`src/rtl/mem_arb_pkg.sv`:
```
// Shared definitions for the memory port arbiter.
//   requester_t      : identifies which requester owns an issue slot / response
//   *_DEFAULT        : default bus widths, shared with memory_bus
//   other_requester(): the round-robin partner of a given requester
package mem_arb_pkg;

    localparam int ADDR_W_DEFAULT          = 16;
    localparam int DATA_W_DEFAULT          = 32;
    localparam int MAX_OUTSTANDING_DEFAULT = 4;

    typedef enum logic {
        REQ_CPU = 1'b0,
        REQ_DMA = 1'b1
    } requester_t;

    function automatic requester_t other_requester(input requester_t r);
        return (r == REQ_CPU) ? REQ_DMA : REQ_CPU;
    endfunction

endpackage

```
`src/rtl/mem_port_arbiter_owner_fifo.sv`:
```
// owner_fifo: small synchronous FIFO recording the owner of each outstanding
// read, in issue order. Memory responses are in order, so the head entry is
// always the owner of the next response.
//   clk, rst_n  : clock, asynchronous active-low reset (clears pointers/count)
//   push, din   : append an owner (ignored when full)
//   pop, dout   : drop the head; dout shows the head combinationally
//   full, empty : occupancy flags
//   count       : number of stored entries, 0..DEPTH
module owner_fifo
    import mem_arb_pkg::*;
#(
    parameter int DEPTH = MAX_OUTSTANDING_DEFAULT,
    localparam int PTR_W = $clog2(DEPTH),
    localparam int CNT_W = PTR_W + 1
) (
    input  logic             clk,
    input  logic             rst_n,
    input  logic             push,
    input  logic             pop,
    input  requester_t       din,
    output requester_t       dout,
    output logic             full,
    output logic             empty,
    output logic [CNT_W-1:0] count
);

    requester_t       mem_reg [DEPTH];
    logic [PTR_W-1:0] wr_ptr_reg;
    logic [PTR_W-1:0] rd_ptr_reg;
    logic [CNT_W-1:0] count_reg;
    logic             do_push;
    logic             do_pop;

    assign full    = (count_reg == CNT_W'(DEPTH));
    assign empty   = (count_reg == '0);
    assign count   = count_reg;
    assign do_push = push && !full;
    assign do_pop  = pop && !empty;

    // The owner of the current response must be known in the same cycle the
    // response arrives, so the head is read without a register stage.
    assign dout = mem_reg[rd_ptr_reg];

    // DEPTH is a power of two, so pointer wrap is plain binary overflow.
    always_ff @(posedge clk or negedge rst_n) begin
        if (!rst_n) begin
            wr_ptr_reg <= '0;
            rd_ptr_reg <= '0;
            count_reg  <= '0;
        end else begin
            if (do_push) wr_ptr_reg <= wr_ptr_reg + PTR_W'(1);
            if (do_pop)  rd_ptr_reg <= rd_ptr_reg + PTR_W'(1);
            case ({do_push, do_pop})
                2'b10:   count_reg <= count_reg + CNT_W'(1);
                2'b01:   count_reg <= count_reg - CNT_W'(1);
                default: count_reg <= count_reg;
            endcase
        end
    end

    // Storage needs no reset: an entry is only read after it was written.
    always_ff @(posedge clk) begin
        if (do_push) mem_reg[wr_ptr_reg] <= din;
    end

endmodule

```
`src/rtl/mem_port_arbiter.sv`:
```
// mem_port_arbiter: shares the single memory_system port between the CPU and
// the DMA/blitter engine with round-robin issue arbitration, and routes each
// in-order read response back to the requester that issued the read.
//   clk_in, rst_in            : clock, asynchronous active-low reset
//   cpu_* / dma_*             : requester ports (req held until gnt; gnt is a
//                               same-cycle accept pulse; rvalid/rdata response)
//   m_req/we/addr/wdata_out   : request to memory_system
//   m_ready_in                : memory_system accepts the request this cycle
//   m_rvalid_in, m_rdata_in   : in-order read response
//   err_out                   : sticky, set by a response with no read pending
module mem_port_arbiter
    import mem_arb_pkg::*;
#(
    parameter int ADDR_W          = ADDR_W_DEFAULT,
    parameter int DATA_W          = DATA_W_DEFAULT,
    parameter int MAX_OUTSTANDING = MAX_OUTSTANDING_DEFAULT
) (
    input  logic              clk_in,
    input  logic              rst_in,
    input  logic              cpu_req_in,
    input  logic              cpu_we_in,
    input  logic [ADDR_W-1:0] cpu_addr_in,
    input  logic [DATA_W-1:0] cpu_wdata_in,
    output logic              cpu_gnt_out,
    output logic              cpu_rvalid_out,
    output logic [DATA_W-1:0] cpu_rdata_out,
    input  logic              dma_req_in,
    input  logic              dma_we_in,
    input  logic [ADDR_W-1:0] dma_addr_in,
    input  logic [DATA_W-1:0] dma_wdata_in,
    output logic              dma_gnt_out,
    output logic              dma_rvalid_out,
    output logic [DATA_W-1:0] dma_rdata_out,
    output logic              m_req_out,
    output logic              m_we_out,
    output logic [ADDR_W-1:0] m_addr_out,
    output logic [DATA_W-1:0] m_wdata_out,
    input  logic              m_ready_in,
    input  logic              m_rvalid_in,
    input  logic [DATA_W-1:0] m_rdata_in,
    output logic              err_out
);

    localparam int CNT_W = $clog2(MAX_OUTSTANDING) + 1;

    requester_t       last_winner_reg;
    logic             err_reg;
    requester_t       winner;
    logic             has_winner;
    logic             blocked;
    logic             accept;
    logic             resp_valid;
    logic             fifo_push;
    logic             fifo_pop;
    requester_t       fifo_dout;
    logic             fifo_full;
    logic             fifo_empty;
    logic [CNT_W-1:0] fifo_count;

    // Winner select: a lone requester wins; on a tie the one that did not win
    // last time wins. With nobody requesting, winner stays CPU so the memory
    // side shows the CPU fields.
    always_comb begin
        has_winner = cpu_req_in | dma_req_in;
        winner     = REQ_CPU;
        if (cpu_req_in && dma_req_in) begin
            winner = other_requester(last_winner_reg);
        end else if (dma_req_in) begin
            winner = REQ_DMA;
        end
    end

    assign m_we_out    = (winner == REQ_DMA) ? dma_we_in    : cpu_we_in;
    assign m_addr_out  = (winner == REQ_DMA) ? dma_addr_in  : cpu_addr_in;
    assign m_wdata_out = (winner == REQ_DMA) ? dma_wdata_in : cpu_wdata_in;

    // A read with no owner slot left stalls the port; the slot is not handed
    // to the other requester, which keeps the round-robin order intact.
    // Writes need no slot and always pass.
    assign blocked = fifo_full & ~m_we_out;

    // Outputs are gated with reset so nothing is issued or granted while the
    // arbiter is held in reset.
    assign m_req_out   = rst_in & has_winner & ~blocked;
    assign accept      = m_req_out & m_ready_in;
    assign cpu_gnt_out = accept & (winner == REQ_CPU);
    assign dma_gnt_out = accept & (winner == REQ_DMA);
    assign fifo_push   = accept & ~m_we_out;

    // Response steering: only rvalid follows the recorded owner.
    assign resp_valid     = rst_in & m_rvalid_in;
    assign fifo_pop       = resp_valid & ~fifo_empty;
    assign cpu_rvalid_out = fifo_pop & (fifo_dout == REQ_CPU);
    assign dma_rvalid_out = fifo_pop & (fifo_dout == REQ_DMA);
    assign cpu_rdata_out  = m_rdata_in;
    assign dma_rdata_out  = m_rdata_in;
    assign err_out        = err_reg;

    // Reset starts with DMA as last winner so the CPU takes the first tie.
    always_ff @(posedge clk_in or negedge rst_in) begin
        if (!rst_in) begin
            last_winner_reg <= REQ_DMA;
        end else if (accept) begin
            last_winner_reg <= winner;
        end
    end

    // A response with no read on record (e.g. a read issued before reset)
    // is discarded and flagged until the next reset.
    always_ff @(posedge clk_in or negedge rst_in) begin
        if (!rst_in) begin
            err_reg <= 1'b0;
        end else if (m_rvalid_in && (fifo_count == '0)) begin
            err_reg <= 1'b1;
        end
    end

    owner_fifo #(
        .DEPTH (MAX_OUTSTANDING)
    ) u_owner_fifo (
        .clk   (clk_in),
        .rst_n (rst_in),
        .push  (fifo_push),
        .pop   (fifo_pop),
        .din   (winner),
        .dout  (fifo_dout),
        .full  (fifo_full),
        .empty (fifo_empty),
        .count (fifo_count)
    );

endmodule

```
`config.mk`:
```
export PLATFORM = sky130hd
export DESIGN_NAME = mem_port_arbiter
export DESIGN_NICKNAME = d
export VERILOG_FILES = /design/src/rtl/mem_arb_pkg.sv /design/src/rtl/mem_port_arbiter_owner_fifo.sv /design/src/rtl/mem_port_arbiter.sv
export SDC_FILE = /design/constraint.sdc
export NUM_CORES = 1
export LEC_CHECK = 0
export ABC_AREA = 0
export CORE_AREA = 10 10 91 93
export CTS_BUF_LIST = sky130_fd_sc_hd__clkbuf_2
export DETAILED_ROUTE_END_ITERATION = 10
export DIE_AREA = 0 0 101 103
export DONT_BUFFER_PORTS = 1
export GPL_TIMING_DRIVEN = 0
export PLACE_DENSITY = 0.38
export SYNTH_ARGS = -nofsm -noshare
export SYNTH_HDL_FRONTEND = slang
export SYNTH_SLANG_ARGS = --single-unit
```
`constraint.sdc`:
```
create_clock -name clk_in -period 4.72 [get_ports clk_in]
set_input_delay 0.708 -clock clk_in [delete_from_list [all_inputs] [get_ports clk_in]]
set_output_delay 0.708 -clock clk_in [all_outputs]
set_load 0.01 [all_outputs]
```
== After elaboration in Yosys (flattened, before gate mapping) ==
Memory sizes are Yosys's and may differ from the RTL's.
Cells that the tools add are included.

* Add/sub/neg operators: 4
* Equal/unequal tests: 3
* Muxes and demuxes: 9
* Bitwise gates (word level): 17
* Reduce and logical (&&, ||, !) cells: 8

{| class="wikitable"
|+ Operator list
! cell !! number
|-
| $mux W32 || 1
|-
| $mux W16 || 1
|-
| $and A1 B1 Y1 || 11
|-
| $mux W1 || 6
|-
| $pmux W3 S2 || 1
|-
| $not A1 Y1 || 5
|-
| $add A2 B1 Y2 const B || 2
|-
| $logic_and A1 B1 Y1 || 4
|-
| $add A3 B1 Y3 const B || 1
|-
| $eq A3 B3 Y1 const B || 1
|-
| $logic_not A3 Y1 || 1
|-
| $sub A3 B1 Y3 const B || 1
|-
| $eq A2 B1 Y1 const B || 1
|-
| $eq A2 B2 Y1 const B || 1
|-
| $logic_not A1 Y1 || 2
|-
| $reduce_bool A2 Y1 || 1
|-
| $or A1 B1 Y1 || 1
|}

* Register bits: 9
* Memory bits (writable): 4
* Input port bits: 136
* Memories kept: 1

{| class="wikitable"
|+ Memories
! memory !! depth !! width !! rd ports !! clocked after memory_dff !! write ports !! line !! RTL
|-
| u_owner_fifo.mem_reg || 4 || 1 || 1 || 0 || 1 || mem_port_arbiter_owner_fifo.sv:27 || <nowiki>requester_t mem_reg [DEPTH];</nowiki>
|}

== Longest topological paths before layout ==
* Depth in word-level cells: 12
* Gate-level depth with buffers: 11
* Mapped depth without buffers: 10

== Cells and area by module ==
Synthesis repeated with hierarchy kept, for this count alone.

* Cell total of the unflattened synthesis: 180
* Area, all modules: 1841.8 sq um

{| class="wikitable"
|+ By module, submodules not included
! module !! instances !! cells each !! area an instance (sq um) !! seq. area each (sq um)
|-
| mem_port_arbiter || 1 || 138 || 1258.7 || 51.3
|-
| owner_fifo || 1 || 42 || 583.1 || 295.3
|}

== Least setup slack after synthesis ==
OpenSTA, ideal clock, no wires.

* Path kind: in2reg
* Start: input dma_req_in
* End: register u_owner_fifo.count_reg[2], in the netlist u_owner_fifo.count[2]
* Library setup time: 0.079 ns
* Arrival: 2.338 ns
* Data required time: 4.641 ns
* Setup slack: 2.303 ns
* Cell stages on the path: 11
* Path buffers: 1
* Path through: a21boi_4 mux2i_1 and3_1 buf_2 inv_1 ha_1 inv_1 fa_1 xor2_1 nor2_1 xor2_1

* Word-level cells in the longest chain between the ends: 12
* Elaborated cells on any way between the ends: 17
* Those cells by class: 2 x eq/ne; 4 x mux; 8 x bitwise; 3 x reduce/logical

{| class="wikitable"
|+ RTL lines
! element !! line !! RTL
|-
| start, declared || mem_port_arbiter.sv:27 || <nowiki>input logic dma_req_in,</nowiki>
|-
| $mux W1 / $logic_and A1 B1 Y1 (equally long branches) || mem_port_arbiter.sv:68, mem_port_arbiter.sv:66 ||
|-
| $mux W1 || mem_port_arbiter.sv:66 || <nowiki>if (cpu_req_in && dma_req_in) begin</nowiki>
|-
| $mux W1 || mem_port_arbiter.sv:73 || <nowiki>assign m_we_out = (winner == REQ_DMA) ? dma_we_in : cpu_we_in;</nowiki>
|-
| $not A1 Y1 || mem_port_arbiter.sv:80, mem_port_arbiter.sv:88 ||
|-
| $and A1 B1 Y1 || mem_port_arbiter.sv:80 || <nowiki>assign blocked = fifo_full & ~m_we_out;</nowiki>
|-
| $not A1 Y1 || mem_port_arbiter.sv:84 || <nowiki>assign m_req_out = rst_in & has_winner & ~blocked;</nowiki>
|-
| $and A1 B1 Y1 || mem_port_arbiter.sv:84 ||
|-
| $and A1 B1 Y1 || mem_port_arbiter.sv:85 || <nowiki>assign accept = m_req_out & m_ready_in;</nowiki>
|-
| $and A1 B1 Y1 * || mem_port_arbiter.sv:88 || <nowiki>assign fifo_push = accept & ~m_we_out;</nowiki>
|-
| $logic_and A1 B1 Y1 * || mem_port_arbiter_owner_fifo.sv:37 || <nowiki>assign do_push = push && !full;</nowiki>
|-
| $eq A2 B1 Y1 / $eq A2 B2 Y1 (equally long branches) || mem_port_arbiter_owner_fifo.sv:53 || <nowiki>case ({do_push, do_pop})</nowiki>
|-
| $pmux W3 S2 / $reduce_bool A2 Y1 (equally long branches) || n/a ||
|-
| end signal, assigned || mem_port_arbiter_owner_fifo.sv:54 || <nowiki>2'b10: count_reg <= count_reg + CNT_W'(1);</nowiki>
|-
| end signal, assigned || mem_port_arbiter_owner_fifo.sv:55 || <nowiki>2'b01: count_reg <= count_reg - CNT_W'(1);</nowiki>
|-
| end signal, assigned || mem_port_arbiter_owner_fifo.sv:56 || <nowiki>default: count_reg <= count_reg;</nowiki>
|-
| end, declared || mem_port_arbiter_owner_fifo.sv:30 || <nowiki>logic [CNT_W-1:0] count_reg;</nowiki>
|}

Every way passes the cells marked *; elsewhere a longest branch is shown, timed or not.
A chain may end at the register's enable or synchronous reset.

== Worst setup path after layout ==
* Start: input dma_req_in
* End: output m_wdata_out[24]

* Word-level cells in the longest chain between the ends: 3
* Elaborated cells on any way between the ends: 4
* Those cells by class: 3 x mux; 1 x reduce/logical

{| class="wikitable"
|+ RTL lines
! element !! line !! RTL
|-
| $mux W1 / $logic_and A1 B1 Y1 (equally long branches) || mem_port_arbiter.sv:68, mem_port_arbiter.sv:66 ||
|-
| $mux W1 * || mem_port_arbiter.sv:66 ||
|-
| via u_owner_fifo.din || mem_port_arbiter_owner_fifo.sv:20 || <nowiki>input requester_t din,</nowiki>
|-
| $mux W32 * || mem_port_arbiter.sv:75 || <nowiki>assign m_wdata_out = (winner == REQ_DMA) ? dma_wdata_in : cpu_wdata_in;</nowiki>
|-
| end, declared || mem_port_arbiter.sv:37 || <nowiki>output logic [DATA_W-1:0] m_wdata_out,</nowiki>
|}

Mark *: on every way through the listed nets, which the timed path passes. The rest lies on a longest branch.

==> impl_metrics.json <==
{
  "outcome": "finished clean",
  "fin_hold_ws_ns": 0.1209,
  "synth_area_leaders": "mux2_2 31%, buf_4 27%, dfrtp_1 11%",
  "root_buffer": "clkbuf_2",
  "startpoint": "dma_req_in",
  "route.detailed.drc": 0,
  "drtIter0Drc": 26,
  "critPathLaunchType": "input pin",
  "vdd_drop_max_mv": 0.2307,
  "leakage_uw": 0.0008748,
  "numCtsBuffers": 3,
  "setup_tns_ns": 0,
  "rrSetupSlack_ns": 2.33,
  "fmax_ghz": 0.4146,
  "synth-seq-cells": 13,
  "drt-wirelength-per-cell_um": 28.19,
  "cts.sinks": 13,
  "synth_nets": 322,
  "slowest_stage": "mux2_2",
  "synth_warnings": 0,
  "cp-end-kind": "output pin",
  "clk_pin_slew_ns": 0.12,
  "worst_slew_margin_rel": 0.8107,
  "die_w_um": 101,
  "syn_area_um2": 1772,
  "reg2reg_from": "u_owner_fifo.count[0]",
  "grt_max_degree": 14,
  "dp_hpwl_mm": 7.031,
  "switching_share": 0.4017,
  "fill_cells": 668,
  "ys_seq_area_frac": 0.1956,
  "slowest_delay_ns": 0.41,
  "core_area_um2": 6569,
  "synthCells": 180,
  "pwr-share-seq": 0.356,
  "dr.pass1.iters": 4,
  "clock_power_share": 0.104,
  "die_h_um": 103,
  "io_buffer_count": 0,
  "grt_pass1_wl_mm": 9.742,
  "post_cts_resized": 0,
  "io_pins": 255,
  "rr_worst_depth": 10,
  "grt_use_total": 0.1198,
  "r2r-end": "u_owner_fifo.count[2]",
  "htree_levels": 1,
  "critPathRequiredTime_ns": 4.01,
  "cp.arrival_ns": 1.70,
  "worst_pin_slew_ns": 0.2830,
  "power_frac_comb": 0.540,
  "p_sw_uw": 214.0,
  "hold_violations": 0,
  "drive_above_1_share": 0.6848,
  "clk_path_buf_depth": 2,
  "synth.distinct_cells": 27,
  "slew_violations": 0,
  "power.internal_uw": 318.6,
  "place_congestion": 0.8659,
  "finalSetupViolCount": 0,
  "hold_buffers": 0,
  "grt_pass1_vias": 1429,
  "diodes": 0,
  "gr-total-overflow": 0,
  "largest_register_ffs": 4,
  "drt-total-wl_mm": 7.443,
  "hold_class": "in -> async",
  "crit_fanout": 13,
  "start_util": 0.2697,
  "vias": 1232,
  "clkLatencyLatePin_ns": 0.26,
  "crit_chain": "a21boi_4 > buf_2 > mux2_2",
  "crit_type": "in -> out",
  "cap_viol_max_count": 0,
  "viasPerCell": 4.667,
  "yosysTopAreaCell": "mux2_2",
  "netlist.area_leader.share": 0.3051,
  "synth.avg_cell_area_um2": 9.843,
  "finalCritPeriodShare": 0.5110,
  "power_density_nw_per_um2": 281.5,
  "period_needed_ns": 2.412,
  "layout.nets": 327,
  "final_antenna_net_count": 0,
  "cts_tree": "yes",
  "area_delta_synth_final_pct": 6.779,
  "row_count": 30,
  "antenna_found_initial": 0,
  "die_area_um2": 10400,
  "final.setup_skew_ns": 0.01197,
  "post_cts_buffers": 0,
  "critPathCapture": "m_wdata_out[24]",
  "rsz0062_at_grt": "no"
}
## Yosys cell counts
master    instances
a21boi_4          1
a21oi_1           2
and2_1            5
and3_1            1
buf_2             6
buf_4            64
dfrtp_1           8
dfstp_2           1
edfxtp_1          4
fa_1              1
ha_1              5
inv_1            11
mux2_1            1
mux2_2           48
mux2i_1           2
mux4_2            1
nand2_1           1
nand3_1           1
nor2_1            4
o211a_1           1
o21ai_0           2
o21bai_1          1
o221a_2           1
or3_1             1
or3b_1            1
xnor2_1           4
xor2_1            2
## how the worst min path moves through the flow
| stage | start | to | slack (ns) | cells past startpoint |
|---|---|---|---|---|
| floorplan | rst_in | err_out | 0.41 | 0 |
| global placement | rst_in | u_owner_fifo.wr_ptr_reg[1] | 0.41 | 0 |
| detailed placement | rst_in | u_owner_fifo.wr_ptr_reg[1] | 0.41 | 0 |
| CTS | rst_in | u_owner_fifo.rd_ptr_reg[0] | 0.1 | 0 |
| global route | rst_in | err_out | 0.06 | 0 |
| finish | rst_in | u_owner_fifo.rd_ptr_reg[1] | 0.12 | 0 |
## power groups by stage
stage / registers [uW] / clock network, uW / logic (uW)
2_1_floorplan: 184 / 0 / 244
3_3_place_gp: 191 / 0 / 287
3_5_place_dp: 192 / 0 / 296
4_1_cts: 190 / 58.9 / 296
5_1_grt: 197 / 67.4 / 315
6_report: 190 / 55.3 / 288
## metal layers
layer | vias up | wire (um) | GRT usage
met5 | - | 0 | 0
met4 | 0 | 136 | 0.02680
met3 | 8 | 867 | 0.05764
met2 | 115 | 4411 | 0.2423
met1 | 568 | 2028 | 0.1016
li1 | 541 | - | -
## metrics by stage
| step | util | setup slack, ns | instances | instance area, um^2 | power (uW) |
|---|---|---|---|---|---|
| floorplan | - | 2.303 | 180 | 1772 | 427.6 |
| global placement | 0.2850 | 2.117 | 260 | 1872 | 477.4 |
| detailed placement | 0.2850 | 2.089 | 260 | 1872 | 488.0 |
| CTS | 0.2880 | 2.253 | 264 | 1892 | 545.2 |
| global route | 0.2880 | 2.187 | 264 | 1892 | 579.6 |
| finish | 0.2880 | 2.308 | 264 | 1892 | 532.6 |
## final cells by class
type                            count  area, um^2  area share
Clock buffer                        4       20.02     0.01058
Buffer                             70       510.5      0.2698
Inverter                           11       41.29     0.02183
Tap cell                           80       100.1     0.05291
Sequential cell                    13       346.6      0.1832
Multi-Input combinational cell     86       873.3      0.4616
## cell families (layout without fill, tap and decap cells)
| logic type | Yosys count | count (layout) | share of synthesized area |
|---|---|---|---|
| compound gates | 8 | 8 | 0.03814 |
| xor+xnor | 6 | 6 | 0.02966 |
| fa+ha+maj | 6 | 6 | 0.04661 |
| buf+inv | 81 | 85 | 0.3114 |
| flops | 13 | 13 | 0.1956 |
| mux | 52 | 52 | 0.3355 |
| simple gates | 14 | 14 | 0.04308 |
## placed cells by master (no fill, tap or decap), types with 2 or more instances in the layout
cell / Yosys / layout
a21oi_1: 2 / 2
and2_1: 5 / 5
buf_2: 6 / 6
buf_4: 64 / 64
clkbuf_2: 0 / 4
dfrtp_1: 8 / 8
edfxtp_1: 4 / 4
ha_1: 5 / 5
inv_1: 11 / 11
mux2_2: 48 / 48
mux2i_1: 2 / 2
nor2_1: 4 / 4
o21ai_0: 2 / 2
xnor2_1: 4 / 4
xor2_1: 2 / 2
## worst max-delay path: cells and delay by family
| kind | cells | cell delay [ns] |
|---|---|---|
| buf+inv | 1 | 0.31 |
| compound gates | 1 | 0.27 |
| mux | 1 | 0.41 |
Power figures use the tool's default switching activity.
